$ cat src/rtl/transmisor_serial_if.sv
// Byte handshake and serial line bundle for transmisor_serial.
// master drives data/send; slave (the transmitter) drives ready/tx/busy.
interface transmisor_serial_if;
  logic [7:0] data_in;
  logic       send;
  logic       ready;
  logic       tx;
  logic       busy;

  modport master (
    output data_in,
    output send,
    input  ready,
    input  tx,
    input  busy
  );

  modport slave (
    input  data_in,
    input  send,
    output ready,
    output tx,
    output busy
  );
endinterface

$ cat src/rtl/transmisor_serial.sv
// Serial frame transmitter: start, 8 data bits LSB first, even parity, stop.
// Define TRANSMISOR_FIFO_EN to place a FIFO_DEPTH-entry FIFO in front of the FSM.
module transmisor_serial #(
  parameter int unsigned TICKS_PER_BIT = 16
`ifdef TRANSMISOR_FIFO_EN
  ,
  parameter int unsigned FIFO_DEPTH    = 4
`endif
) (
  input  logic                clk,
  input  logic                rst,
  transmisor_serial_if.slave  bus_io
);

  localparam int unsigned TW = (TICKS_PER_BIT > 1) ? $clog2(TICKS_PER_BIT) : 1;
  localparam logic [TW-1:0] TickMax = TW'(TICKS_PER_BIT - 1);

  typedef enum logic [2:0] {
    StIdle,
    StStart,
    StData,
    StParity,
    StStop
  } state_e;

  state_e        state_q, state_d;
  logic [TW-1:0] tick_q, tick_d;
  logic [2:0]    bit_q, bit_d;
  logic [7:0]    shift_q, shift_d;
  logic          par_q, par_d;
  logic          tx_q, tx_d;
  logic          busy_q, busy_d;

  logic          avail;
  logic [7:0]    byte_in;
  logic          ready;
  logic          bit_end;

`ifdef TRANSMISOR_FIFO_EN
  localparam int unsigned PW = $clog2(FIFO_DEPTH);

  logic [7:0]    mem_q [FIFO_DEPTH];
  logic [PW-1:0] wr_q, rd_q;
  logic [PW:0]   cnt_q;
  logic          full, push, pop;

  assign full    = (cnt_q == (PW + 1)'(FIFO_DEPTH));
  assign ready   = !full;
  assign push    = bus_io.send && !full;
  assign avail   = (cnt_q != '0);
  assign byte_in = mem_q[rd_q];
  assign pop     = (state_q == StIdle) && avail;

  always_ff @(posedge clk) begin
    if (push) mem_q[wr_q] <= bus_io.data_in;
  end

  always_ff @(posedge clk or posedge rst) begin
    if (rst) begin
      wr_q  <= '0;
      rd_q  <= '0;
      cnt_q <= '0;
    end else begin
      if (push) wr_q <= wr_q + 1'b1;
      if (pop)  rd_q <= rd_q + 1'b1;
      // Simultaneous push and pop leaves the count unchanged.
      if (push && !pop)      cnt_q <= cnt_q + 1'b1;
      else if (pop && !push) cnt_q <= cnt_q - 1'b1;
    end
  end
`else
  assign ready   = (state_q == StIdle);
  assign avail   = bus_io.send && ready;
  assign byte_in = bus_io.data_in;
`endif

  assign bit_end = (tick_q == TickMax);

  always_comb begin
    state_d = state_q;
    tick_d  = tick_q;
    bit_d   = bit_q;
    shift_d = shift_q;
    par_d   = par_q;

    if (state_q != StIdle) tick_d = bit_end ? '0 : tick_q + 1'b1;

    unique case (state_q)
      StIdle: begin
        if (avail) begin
          shift_d = byte_in;
          par_d   = ^byte_in;
          state_d = StStart;
        end
      end
      StStart: begin
        if (bit_end) state_d = StData;
      end
      StData: begin
        if (bit_end) begin
          if (bit_q == 3'd7) begin
            bit_d   = 3'd0;
            state_d = StParity;
          end else begin
            bit_d = bit_q + 3'd1;
          end
        end
      end
      StParity: begin
        if (bit_end) state_d = StStop;
      end
      StStop: begin
        if (bit_end) state_d = StIdle;
      end
      default: state_d = StIdle;
    endcase
  end

  // Line and busy are registered from the current state, so both lag the FSM by one cycle.
  always_comb begin
    tx_d   = 1'b1;
    busy_d = (state_q != StIdle);
    unique case (state_q)
      StIdle:   tx_d = 1'b1;
      StStart:  tx_d = 1'b0;
      StData:   tx_d = shift_q[bit_q];
      StParity: tx_d = par_q;
      StStop:   tx_d = 1'b1;
      default:  tx_d = 1'b1;
    endcase
  end

  always_ff @(posedge clk or posedge rst) begin
    if (rst) begin
      state_q <= StIdle;
      tick_q  <= '0;
      bit_q   <= 3'd0;
      shift_q <= 8'h00;
      par_q   <= 1'b0;
      tx_q    <= 1'b1;
      busy_q  <= 1'b0;
    end else begin
      state_q <= state_d;
      tick_q  <= tick_d;
      bit_q   <= bit_d;
      shift_q <= shift_d;
      par_q   <= par_d;
      tx_q    <= tx_d;
      busy_q  <= busy_d;
    end
  end

  assign bus_io.ready = ready;
  assign bus_io.tx    = tx_q;
  assign bus_io.busy  = busy_q;

endmodule
$ cat src/flat_wrapper.sv
// flat-port wrapper written by rule: the top's interface ports become plain ports
module transmisor_serial_flat 
#(
  parameter int unsigned TICKS_PER_BIT = 16

)
  (clk, rst, bus_io_data_in, bus_io_send, bus_io_ready, bus_io_tx, bus_io_busy);
  transmisor_serial_if bus_io_i ();
  input  logic clk;
  input  logic rst;
  input wire logic [$bits(bus_io_i.data_in)-1:0] bus_io_data_in;
  input wire logic [$bits(bus_io_i.send)-1:0] bus_io_send;
  output wire logic [$bits(bus_io_i.ready)-1:0] bus_io_ready;
  output wire logic [$bits(bus_io_i.tx)-1:0] bus_io_tx;
  output wire logic [$bits(bus_io_i.busy)-1:0] bus_io_busy;
  assign bus_io_i.data_in = bus_io_data_in;
  assign bus_io_i.send = bus_io_send;
  assign bus_io_ready = bus_io_i.ready;
  assign bus_io_tx = bus_io_i.tx;
  assign bus_io_busy = bus_io_i.busy;
  transmisor_serial #(.TICKS_PER_BIT(TICKS_PER_BIT)) u_core (.clk(clk), .rst(rst), .bus_io(bus_io_i));
endmodule
$ cat config.mk
export PLATFORM = sky130hd
export DESIGN_NAME = transmisor_serial_flat
export DESIGN_NICKNAME = d
export VERILOG_FILES = /design/src/rtl/transmisor_serial_if.sv /design/src/rtl/transmisor_serial.sv /design/src/flat_wrapper.sv
export SDC_FILE = /design/constraint.sdc
export NUM_CORES = 1
export LEC_CHECK = 0
export CAP_MARGIN = 5
export CORE_MARGIN = 2
export CORE_UTILIZATION = 55
export CTS_BUF_LIST = sky130_fd_sc_hd__clkbuf_2 sky130_fd_sc_hd__clkbuf_4 sky130_fd_sc_hd__clkbuf_8
export DETAILED_ROUTE_END_ITERATION = 6
export PLACE_DENSITY = 0.8
export SETUP_SLACK_MARGIN = 0.1
export SKIP_CTS_REPAIR_TIMING = 1
export SYNTH_ARGS = -nofsm -noshare
export SYNTH_HDL_FRONTEND = slang
export SYNTH_SLANG_ARGS = --single-unit
$ cat constraint.sdc
create_clock -name clk -period 3.9 [get_ports clk]
set_input_delay 0.585 -clock clk [delete_from_list [all_inputs] [get_ports clk]]
set_output_delay 0.585 -clock clk [all_outputs]
set_load 0.01 [all_outputs]
======== Word level (Yosys, flattened, before mapping) ========
Cells that the tools add are included.
storage, ports and cells
  bits in registers ....................... 21
  output and inout bits ................... 3
  logic and storage cells ................. 41
operators by class
  add/subtract/negate cells ............... 2
  order comparisons ....................... 1
  equality and inequality tests ........... 12
  muxes and demuxes ....................... 12
  reduce and logical (&&, ||, !) cells .... 7
operators by type and width
  kind                 count
  $mux 3               7
  $pmux 3 s5           1
  $ne 2x1->1 const B   6
  $reduce_xor 8->1     1
  $eq 3x2->1 const B   2
  $eq 3x3->1 const B   2
  $reduce_and 6->1     1
  $add 4x1->4 const B  1
  $eq 4x4->1 const B   1
  $lt 3x4->1 const B   1
  $mux 4               1
  $reduce_and 2->1     2
  $add 3x1->3 const B  1
  $bmux 1 s3           1
  $eq 3x1->1 const B   1
  $logic_not 3->1      1
  $pmux 1 s3           1
  $reduce_bool 3->1    1
  $logic_and 1x1->1    1
  $mux 1               1

======== Logic depth before layout (Yosys ltp) ========
Gate-level depths: netlist (run 1).
  depth in word-level cells ............... 4
  depth in mapped cells ................... 7
  depth with buffers taken out ............ 5

======== Least setup slack after synthesis (run 1) ========
OpenSTA, ideal clock, no wires.
  kind .................................... flip-flop to flip-flop
  start ................................... register u_core.state_q[0]
  end ..................................... register u_core.shift_q[0]
  setup time .............................. 0.125 ns
  arrival time ............................ 1.546 ns
  required time ........................... 3.775 ns
  slack ................................... 2.229 ns
  cell stages (with the launch flop) ...... 7
  path buffers ............................ 2
  period minus slack after synthesis ...... 1.671 ns
  cells stage by stage .................... dfrtp_1 > or3_1 > buf_6 > inv_6 > and2_4 > buf_12 > mux2_4
between the ends
  longest elaborated chain between the ends .. 3
RTL lines
  what                                   line                      text
  start: declaration                     transmisor_serial.sv:26   state_e state_q, state_d;
  start signal: assignment               transmisor_serial.sv:135  state_q <= StIdle;
  start signal: assignment               transmisor_serial.sv:143  state_q <= state_d;
  $logic_not 3->1 (*)                    transmisor_serial.sv:72   assign ready = (state_q == StIdle);
  named net bus_io_ready                 flat_wrapper.sv:13        output wire logic [$bits(bus_io_i.ready)-1:0] bus_io_ready;
  $logic_and 1x1->1                      transmisor_serial.sv:73   assign avail = bus_io.send && ready;
  $reduce_and 2->1 (no source line) (*)  -
  end signal: assignment                 transmisor_serial.sv:146  shift_q <= shift_d;
  end: declaration                       transmisor_serial.sv:29   logic [7:0] shift_q, shift_d;
The timed path passes the listed nets; every way through them passes the cells marked *.
A chain may end at the register's enable or synchronous reset.

======== Worst setup path in the final report (run 1) ========
  start ................................... register u_core.state_q[0]
  end ..................................... output port bus_io_ready
between the ends
  longest elaborated chain between the ends .. 1
RTL lines
  what              line
  $logic_not 3->1   transmisor_serial.sv:72
  end: declaration  flat_wrapper.sv:13
Every way passes these cells.

==> run metrics, run 1 <==
height of the die 48 um; vias roughly 680; CTS sink cnt 21; CP Capture Type primary output; drt total wl between 1500 and 2000 um; vias per cell 5.432; syn_area_per_cell roughly 12 um^2; site row count 15; reg2reg path depth 4; top cell type's share of synthesized area between 40% and 50%; CP max FO 7; Leakage 0.5620 nW; mux cell area share after synthesis 17.39%; setup TNS 0 ns; Die ar. ~2300 um^2; post-synthesis sequential area ratio between 40% and 50%; Post-synth EDFFs 0; initial drt markers 17; WL per Instance 14.50 um; share of layout cells above drive strength 1 a little under a fifth; worst r2r src u_core.state_q[0]; nets 115; adder-cell share of the synthesized area approximately 3.5%; Yosys reg bits 21; 1st-pass router iterations 4; Total GRT Usage approximately a fifth; post-route minimum period around 2.5 ns; Main synth FF type dfrtp_1; clk slew on worst S/H paths 0.11 ns; Synth Area in XOR/XNOR approximately 7.4%; Placer Congestion around 0.72; Yosys cell types 30; largest family of logic cells by synthesized area multiplexers; area share of and/or/nand/nor cells after synthesis approximately 11%; worst skew pair latency roughly 0.3 ns; CTS buffer count 3; first-pass GRT wire length about 3000 um; synth cell count leaders dfrtp_1 (20), xnor2_1 (9), mux2_4 (8), nand2_1 (8); max-slew violations 0; ANT cells 0; Int Pwr 0.0002815 W; Post-DP HPWL 1406 um; Post-synth ARST share between 90% and 100%; pin count of the biggest net entering global routing 22; Setup WS post-layout approximately 1.4 ns; total power between 0.0003 and 0.0004 W; top cells by area, synth dfrtp_1 (47%), mux2_4 (11%), xnor2_1 (7.4%), ha_1 (3.5%), nand2_1 (2.8%); Hold Path End u_core.tick_q[3]; Final ANT Viol Nets 0; Power Density between 200 and 300 nW/um^2; grt ovf 0; synthesis-to-finish area growth 14.69%; number of global-route vias before repair between 600 and 700; number of max-cap violations 0; min-delay worst type reg2reg; worst endpoint required time around 3.3 ns; power share of the combinational group under 10%; # setup viols final 0; Worst Clk Skew roughly 0.0048 ns; Hold Path Depth 1; Crit Path Class reg2out; core footprint roughly 1800 um^2; Slew @ Worst Pin roughly 0.76 ns; Net Sw Power between 0.00007 and 0.00008 W; DRC Markers 0; Rel. slew slack between 40% and 50%; Syn. warnings 0; IO buf count 13; Hold Startpoint u_core.tick_q[3]; period utilisation layout about two thirds; Reg2Reg Capture Point u_core.shift_q[2]; Peak VDD IR around 0.00027 V; Switching Fraction roughly a fifth; CP startpoint kind register; htree depth 1; share of power burned in the clock network between 30% and 40%; status complete, no violations; FMAX just under 0.4 GHz; initial core utilization 59.72%; Util after Layout between 60% and 70%; compound-cell area share of the yosys netlist around 6.3%; initial antenna violation count 0; Hold Fails Final Rpt 0; pre-CTS setup slack approximately 1.7 ns; die width about 48 um; CP arrival 1.94 ns; Syn Inst Count 86; FF-to-FF setup slack ~2.1 ns; synthesized area roughly 1100 um^2; top-count cell post-synth dfrtp_1; Yosys top cell by area dfrtp_1; fraction of power consumed by sequential logic 61.1%; Clock Path Buffers 2; # IOs 14; syn nets 100; root buf cell clkbuf_4; CTS tree done; RSZ-0062 raised after global routing no
routing by layer:
layer | global-route usage, % | vias up | wire [um]
met5 | 0 | - | 0
met2 | 31.20 | 19 | 900
met1 | 25.24 | 325 | 822
met4 | 9.730 | 0 | 25
met3 | 4.528 | 4 | 63
li1 | - | 331 | -
through the flow:
stage               hold WS [ns]  cell area, um^2  cells
detailed placement        0.4734             1191    121
floorplan                 0.4425             1065     86
global route              0.5332             1221    125
finish                    0.4901             1221    125
global placement          0.4689             1191    121
CTS                       0.4871             1221    125
logic make-up (layout without fill, tap and decap cells):
logic type / Yosys count / count (layout)
multiplexers: 13 / 13
AO/OA/AOI/OAI: 10 / 10
XOR/XNOR: 9 / 9
adder cells (fa/ha/maj): 3 / 3
flip-flops: 21 / 21
buffers and inverters: 6 / 20
AND/OR/NAND/NOR: 24 / 24
sequential cells by signal, indices dropped and copies added (netlist names):
register            cells
u_core.shift_q          8
u_core.tick_q           4
u_core.bit_q            3
u_core.state_q          3
u_core.bus_io.busy      1
u_core.bus_io.tx        1
u_core.par_q            1
worst max path at each step:
stage                                 start           endpoint  slack, ns  cells past startpoint
final                     u_core.state_q[0]       bus_io_ready       1.37                      3
after global routing      u_core.state_q[0]       bus_io_ready       1.32                      3
after CTS                 u_core.state_q[0]       bus_io_ready       1.37                      3
after floorplan           u_core.state_q[0]  u_core.shift_q[0]       2.23                      6
after detailed placement  u_core.state_q[0]       bus_io_ready       1.72                      3
after global placement    u_core.state_q[0]       bus_io_ready       1.76                      3
worst max-delay path, cell delays in order, from the launching register on:
cell             delay, ns
dfrtp_1               0.46
or3_1                 0.54
inv_6                 0.11
clkdlybuf4s50_1       0.53
power by group through the flow:
| stage | combinational, W | clock, W | sequential (W) |
|---|---|---|---|
| 2_1_floorplan | 0.0000154 | 0 | 0.000222 |
| 3_3_place_gp | 0.0000297 | 0 | 0.000222 |
| 3_5_place_dp | 0.0000300 | 0 | 0.000222 |
| 4_1_cts | 0.0000301 | 0.000113 | 0.000218 |
| 5_1_grt | 0.0000321 | 0.000123 | 0.000218 |
| 6_report | 0.0000294 | 0.000109 | 0.000218 |
final cells by class:
class | count | area (um^2)
fill | 151 | 561.8
inverter | 3 | 16.27
clock buffer | 4 | 30.03
multi-input combinational | 59 | 486.7
sequential | 21 | 526.8
tap | 25 | 31.28
timing repair buffer | 13 | 130.1
cells in the final DEF, fill, tap and decap left out:
cell type / instances
nor3b_1: 1
o21ai_0: 2
clkdlybuf4s50_1: 13
dfstp_2: 1
or3_1: 1
a21o_1: 1
a221oi_1: 1
nor2_1: 4
ha_1: 3
mux2_4: 8
dfrtp_1: 20
o32ai_1: 1
mux2_2: 2
clkbuf_4: 4
xnor2_1: 9
nor3_1: 2
nand2_1: 8
and3_1: 1
nand4_1: 1
o2111ai_1: 1
a21o_2: 1
nand3b_1: 1
inv_6: 1
mux2i_1: 2
nand3_1: 4
mux4_2: 1
inv_1: 2
and2_4: 1
a21oi_1: 3
No activity file was read; power rests on OpenSTA's default activity.
==> run 2, diff against run 1 <==
--- a/config.mk
+++ b/config.mk
@@ -7,10 +7,10 @@
 export LEC_CHECK = 0
 export CAP_MARGIN = 5
 export CORE_MARGIN = 2
-export CORE_UTILIZATION = 55
+export CORE_UTILIZATION = 50
 export CTS_BUF_LIST = sky130_fd_sc_hd__clkbuf_2 sky130_fd_sc_hd__clkbuf_4 sky130_fd_sc_hd__clkbuf_8
 export DETAILED_ROUTE_END_ITERATION = 6
-export PLACE_DENSITY = 0.8
+export PLACE_DENSITY = 0.76
 export SETUP_SLACK_MARGIN = 0.1
 export SKIP_CTS_REPAIR_TIMING = 1
 export SYNTH_ARGS = -nofsm -noshare
==> constraint.sdc (replaced) <==
create_clock -name clk -period 2.3 [get_ports clk]
set_input_delay 0.345 -clock clk [delete_from_list [all_inputs] [get_ports clk]]
set_output_delay 0.345 -clock clk [all_outputs]
set_load 0.01 [all_outputs]
==> run 2 against run 1 <==
  * Total power is 68% higher
  * Final cell count is 4.0% higher
  * Combinational power is 71% higher
  * Utilization is 5.4 points lower
  * Routed wire length is 5.3% higher
  * Sequential share of layout area is 0.84 points lower
  * Clock skew hardly changed
  * Via count is 0.15% lower
  * Design area is 2.5% higher
  * Critical path depth stayed put
  * Register-to-register slack worse by 1.5 ns
  * Largest cell class unchanged
==> run metrics, run 2 (synthesis results as in run 1) <==
core footprint 1982 um^2 (+11%); post-route minimum period ~2.2 ns; share of power burned in the clock network 30.1% (-0.6 points); Post-DP HPWL 1315 um (-6.4%); share of layout cells above drive strength 1 24.27% (+5.3 points); clk slew on worst S/H paths 0.12 ns (about the same); nets 118 (+2.6%); pin count of the biggest net entering global routing 22 (unchanged); 1st-pass router iterations 4 (unchanged); number of max-cap violations 0 (unchanged); Net Sw Power 0.0001371 W (+83%); max reg flops 8 (unchanged); Power Density 479.5 nW/um^2 (+64%); Total GRT Usage 16.37% (-3.3 points); CTS buffer count 3 (unchanged); top flop regs u_core.shift_q: 8 flops, u_core.tick_q: 4 flops; period utilisation layout between 90% and 100%; power share of the combinational group 8.4% (about the same); Final ANT Viol Nets 0 (unchanged); height of the die 50.15 um (+4.5%); busiest grt layer met2; Worst Clk Skew 0.004445 ns (-0.0003575 ns); Int Pwr 0.0004629 W (+64%); CTS tree done; status complete, no violations; Rel. slew slack 48.97% (-0.10 points); Placer Congestion 0.7822 (+8.1%); site row count 16 (+1); initial drt markers 7 (-10); WL per Instance 14.68 um (+1.2%); # IOs 14 (unchanged); CTS sink cnt 21 (unchanged); Biggest register u_core.shift_q; vias per cell 5.215 (-4.0%); min-delay worst type in2async; first-pass GRT wire length 2967 um (unchanged); Leakage 0.5748 nW (+2.3%); synthesis-to-finish area growth 17.51%; Hold Fails Final Rpt 0 (unchanged); root buf cell clkbuf_4; CP max FO 5 (-2); total power 0.0005999 W (+68%); met2 Usage GRT 23.90% (-7.3 points); CP arrival 1.81 ns (-0.13 ns); max-slew violations 0 (unchanged); RSZ-0062 raised after global routing no; grt ovf 0 (unchanged); fraction of power consumed by sequential logic 61.5% (+0.4 points); # setup viols final 0 (unchanged); CP startpoint kind register; met3 Resource Use GR 2.679% (-1.8 points); Switching Fraction 22.85% (+1.8 points); IO buf count 13 (unchanged); number of global-route vias before repair 635 (-2.2%); setup TNS 0 ns (unchanged); Clock Path Buffers 2 (unchanged); Die ar. 2515 um^2 (+9.1%); ANT cells 0 (unchanged); most common cell after layout, fill and taps aside dfrtp_1; CP Capture Type primary output; worst skew pair latency 0.31 ns (about the same); initial antenna violation count 0 (unchanged); initial core utilization 53.72% (-6.0 points); FMAX between 0.4 and 0.5 GHz; vias 678 (-0.15%); htree depth 1 (unchanged); M1 GR Usage 22.83% (-2.4 points); Util after Layout 63.13% (-5.4 points); Peak VDD IR 0.0003564 V (+30%); Slew @ Worst Pin 0.7646 ns (+0.001559 ns); drt total wl 1908 um (+5.3%); DRC Markers 0 (unchanged); worst endpoint required time 1.96 ns (-1.35 ns); Crit Path Class reg2out; most frequent cells in the layout dfrtp_1 (18), clkdlybuf4s50_1 (13), xnor2_1 (9); die width 50.15 um (+4.5%)
[run 2: changes by cell type in the layout (fill, tap and decap cells not counted)]
cell	previous run	this run
or3_1	1	0
dfrtp_2	0	2
buf_4	0	3
clkbuf_4	4	3
dfrtp_1	20	18
clkinv_2	0	1
or3_4	0	1
[run 2: path summary, 6_finish.rpt]
path                              startpoint                 to  slack, ns  depth (start not counted)
setup / recovery           u_core.state_q[1]       bus_io_ready       0.15                          3
hold reg to reg             u_core.tick_q[3]   u_core.tick_q[3]       0.49                          1
setup reg to reg           u_core.state_q[1]  u_core.shift_q[5]       0.64                          4
hold / removal                           rst  u_core.shift_q[2]       0.46                          2
min in group clk            u_core.tick_q[3]   u_core.tick_q[3]       0.49                          1
max in group asynchronous                rst  u_core.state_q[1]       1.31                          2
[run 2: final cells by class]
cell class / instances / area [um^2]
clock buffer: 3 / 22.52
clock inverter: 1 / 5.005
fill: 159 / 730.7
inverter: 3 / 16.27
multi-input combinational: 59 / 491.7
sequential: 21 / 529.3
tap: 27 / 33.78
timing repair buffer: 16 / 152.6
[run 2: per-layer routing]
metal / up-vias / wire, um / share of wire, %
met5: - / 0 / 0
met4: 0 / 29 / 1.5
met3: 4 / 82 / 4.3
met2: 22 / 894 / 47
met1: 318 / 901 / 47
li1: 334 / - / -
[run 2: power by group through the flow]
stage | clock network [W] | registers, W | logic (W)
floorplan | 0 | 0.000376 | 0.0000261
global placement | 0 | 0.000376 | 0.0000501
detailed placement | 0 | 0.000376 | 0.0000507
CTS | 0.000187 | 0.000369 | 0.0000511
global route | 0.000208 | 0.000369 | 0.0000550
finish | 0.000181 | 0.000369 | 0.0000502
[run 2: worst max-delay path, stage by stage (launching register included)]
cell and delay, ns:
dfrtp_2 0.45, or3_4 0.44, inv_6 0.08, clkdlybuf4s50_1 0.52
[run 2: through the flow]
stage	instances	hold WS (ns)	setup slack [ns]	area, um^2
after detailed placement	123	0.4764	0.3710	1194
after global routing	130	0.5180	0.08873	1251
after floorplan	86	0.3208	0.6294	1065
final	130	0.4597	0.1493	1251
after global placement	123	0.4690	0.4012	1194
after CTS	127	0.4812	0.01717	1221
==> run 3, diff against run 2 <==
--- a/config.mk
+++ b/config.mk
@@ -6,7 +6,7 @@
 export NUM_CORES = 1
 export LEC_CHECK = 0
 export CAP_MARGIN = 5
-export CORE_MARGIN = 2
+export CORE_MARGIN = 5
 export CORE_UTILIZATION = 50
 export CTS_BUF_LIST = sky130_fd_sc_hd__clkbuf_2 sky130_fd_sc_hd__clkbuf_4 sky130_fd_sc_hd__clkbuf_8
 export DETAILED_ROUTE_END_ITERATION = 6
==> run 3 against run 2 <==
  * Clock power is 6% lower
  * Routed wire length down 12%
  * Hold slack better by 0.016 ns
  * Non-clock buffer count decreased by 2
  * Largest cell class unchanged
==> run metrics, run 3 (synthesis results as in run 1) <==
initial core utilization 53.19% (-0.54 points); fraction of power consumed by sequential logic 62.7% (+1.2 points); share of layout cells above drive strength 1 20.79% (-3.5 points); pre-CTS setup slack 0.3920 ns (+0.02105 ns); pin count of the biggest net entering global routing 22 (unchanged); most common cell after layout, fill and taps aside dfrtp_1; Rel. slew slack 48.30% (-0.67 points); 1st-pass router iterations 3 (-1); Leakage 0.5672 nW (-1.3%); CTS buffer count 3 (unchanged); Die ar. 3152 um^2 (+25%); max reg flops 8 (unchanged); M1 WL 781 um (-13%); nets 116 (-1.7%); Util after Layout 61.63% (-1.5 points); Slew @ Worst Pin 0.7746 ns (+0.009980 ns); Multi-input gate area 491.7 um^2 (unchanged); worst endpoint required time 1.96 ns (about the same); post-route minimum period 2.131 ns (-0.02001 ns); min-delay worst type in2async; initial drt markers 3 (-4); number of max-cap violations 0 (unchanged); Placer Congestion 0.7149 (-8.6%); CP arrival 1.79 ns (-0.02 ns); most frequent cells in the layout dfrtp_1 (20), clkdlybuf4s50_1 (13), xnor2_1 (9); vias per cell 5.156 (-1.1%); max-slew violations 0 (unchanged); Peak VDD IR 0.0003624 V (+1.7%); Post-DP HPWL 1307 um (-0.62%); Register Area 526.8 um^2 (-0.47%); Int Pwr 0.0004625 W (about the same); site row count 16 (unchanged); synthesis-to-finish area growth 15.86%; DRC Markers 0 (unchanged); WHS 0.4756 ns (+0.01586 ns); CTS tree done; grt ovf 0 (unchanged); CP startpoint kind register; Biggest register u_core.shift_q; vias 660 (-2.7%); non-filler instance count after layout 128 (-1.5%); root buf cell clkbuf_4; top flop regs u_core.shift_q: 8 flops, u_core.tick_q: 4 flops; CP Capture Type primary output; Worst Clk Skew 0.004603 ns (+0.0001580 ns); core footprint 2002 um^2 (+1.0%); uppermost layer routed met4; height of the die 56.15 um (+12%); # setup viols final 0 (unchanged); die width 56.15 um (+12%); ANT cells 0 (unchanged); Power Density 477.5 nW/um^2 (-0.42%); period utilisation layout 92.64% (-0.87 points); dpl cells 123 (unchanged); initial antenna violation count 0 (unchanged); RSZ-0062 raised after global routing no; WL per Instance 13.05 um (-11%); routed wl met2 824 um (-7.8%); Switching Fraction 21.48% (-1.4 points); Clock Path Buffers 2 (unchanged); setup TNS 0 ns (unchanged); drt total wl 1671 um (-12%); clk slew on worst S/H paths 0.11 ns (about the same); Final ANT Viol Nets 0 (unchanged); number of global-route vias before repair 659 (+3.8%); CTS sink cnt 21 (unchanged); Fillers 164 (+3.1%); Total GRT Usage 11.91% (-4.5 points); htree depth 1 (unchanged); Setup WS post-layout 0.1693 ns (+0.02001 ns); Net Sw Power 0.0001265 W (-7.7%); reg2reg path depth 4 (unchanged); worst skew pair latency 0.29 ns (-0.02 ns); WL met3 58 um (-29%); Hold Fails Final Rpt 0 (unchanged); share of power burned in the clock network 29.0% (-1.1 points); CP max FO 6 (+1); power share of the combinational group 8.3% (about the same); IO buf count 13 (unchanged); Crit Path Class reg2out; status complete, no violations; first-pass GRT wire length 2925 um (-1.4%); FMAX 0.4693 GHz (+0.94%); # IOs 14 (unchanged)
## run 3: changes by cell type in the layout (fill, tap and decap cells not counted), sizes merged
| cell | previous run | this run |
|---|---|---|
| buf | 3 | 1 |
## run 3: layout make-up
type	count	share of cell area, %
clock buffers	3	1.826
clock inverters	1	0.4057
inverters	3	1.318
repair buffers	14	11.16
flip-flops and latches	21	42.70
well taps	27	2.738
multi-input cells	59	39.86
## run 3: final timing paths
| kind | from | endpoint | slack, ns |
|---|---|---|---|
| setup reg to reg | u_core.state_q[1] | u_core.shift_q[7] | 0.66 |
| max in group asynchronous | rst | u_core.tick_q[2] | 1.34 |
| min in group clk | u_core.tick_q[3] | u_core.tick_q[3] | 0.49 |
| hold reg to reg | u_core.tick_q[3] | u_core.tick_q[3] | 0.49 |
| hold / removal | rst | u_core.bus_io.busy | 0.48 |
| setup / recovery | u_core.state_q[1] | bus_io_ready | 0.17 |
## run 3: stage by stage
step,cell area (um^2),power [W]
floorplan,1065,0.0004023
detailed placement,1194,0.0004260
global placement,1194,0.0004253
global route,1234,0.0006233
finish,1234,0.0005890
CTS,1221,0.0006000
## run 3: per-layer routing
layer | global-route usage (%) | up-vias
li1 | - | 336
met1 | 14.60 | 312
met2 | 19.87 | 10
met3 | 2.088 | 2
met4 | 6.102 | 0
met5 | 0 | -
## run 3: critical path, stage by stage (launching register included)
cell             delay, ns
dfrtp_1               0.45
or3_4                 0.44
inv_6                 0.08
clkdlybuf4s50_1       0.52
## run 3: power groups by stage
stage | clock network, W | logic [W] | registers [W]
floorplan | 0 | 0.0000261 | 0.000376
global route | 0.000200 | 0.0000538 | 0.000369
CTS | 0.000181 | 0.0000500 | 0.000369
detailed placement | 0 | 0.0000498 | 0.000376
finish | 0.000171 | 0.0000490 | 0.000369
global placement | 0 | 0.0000490 | 0.000376
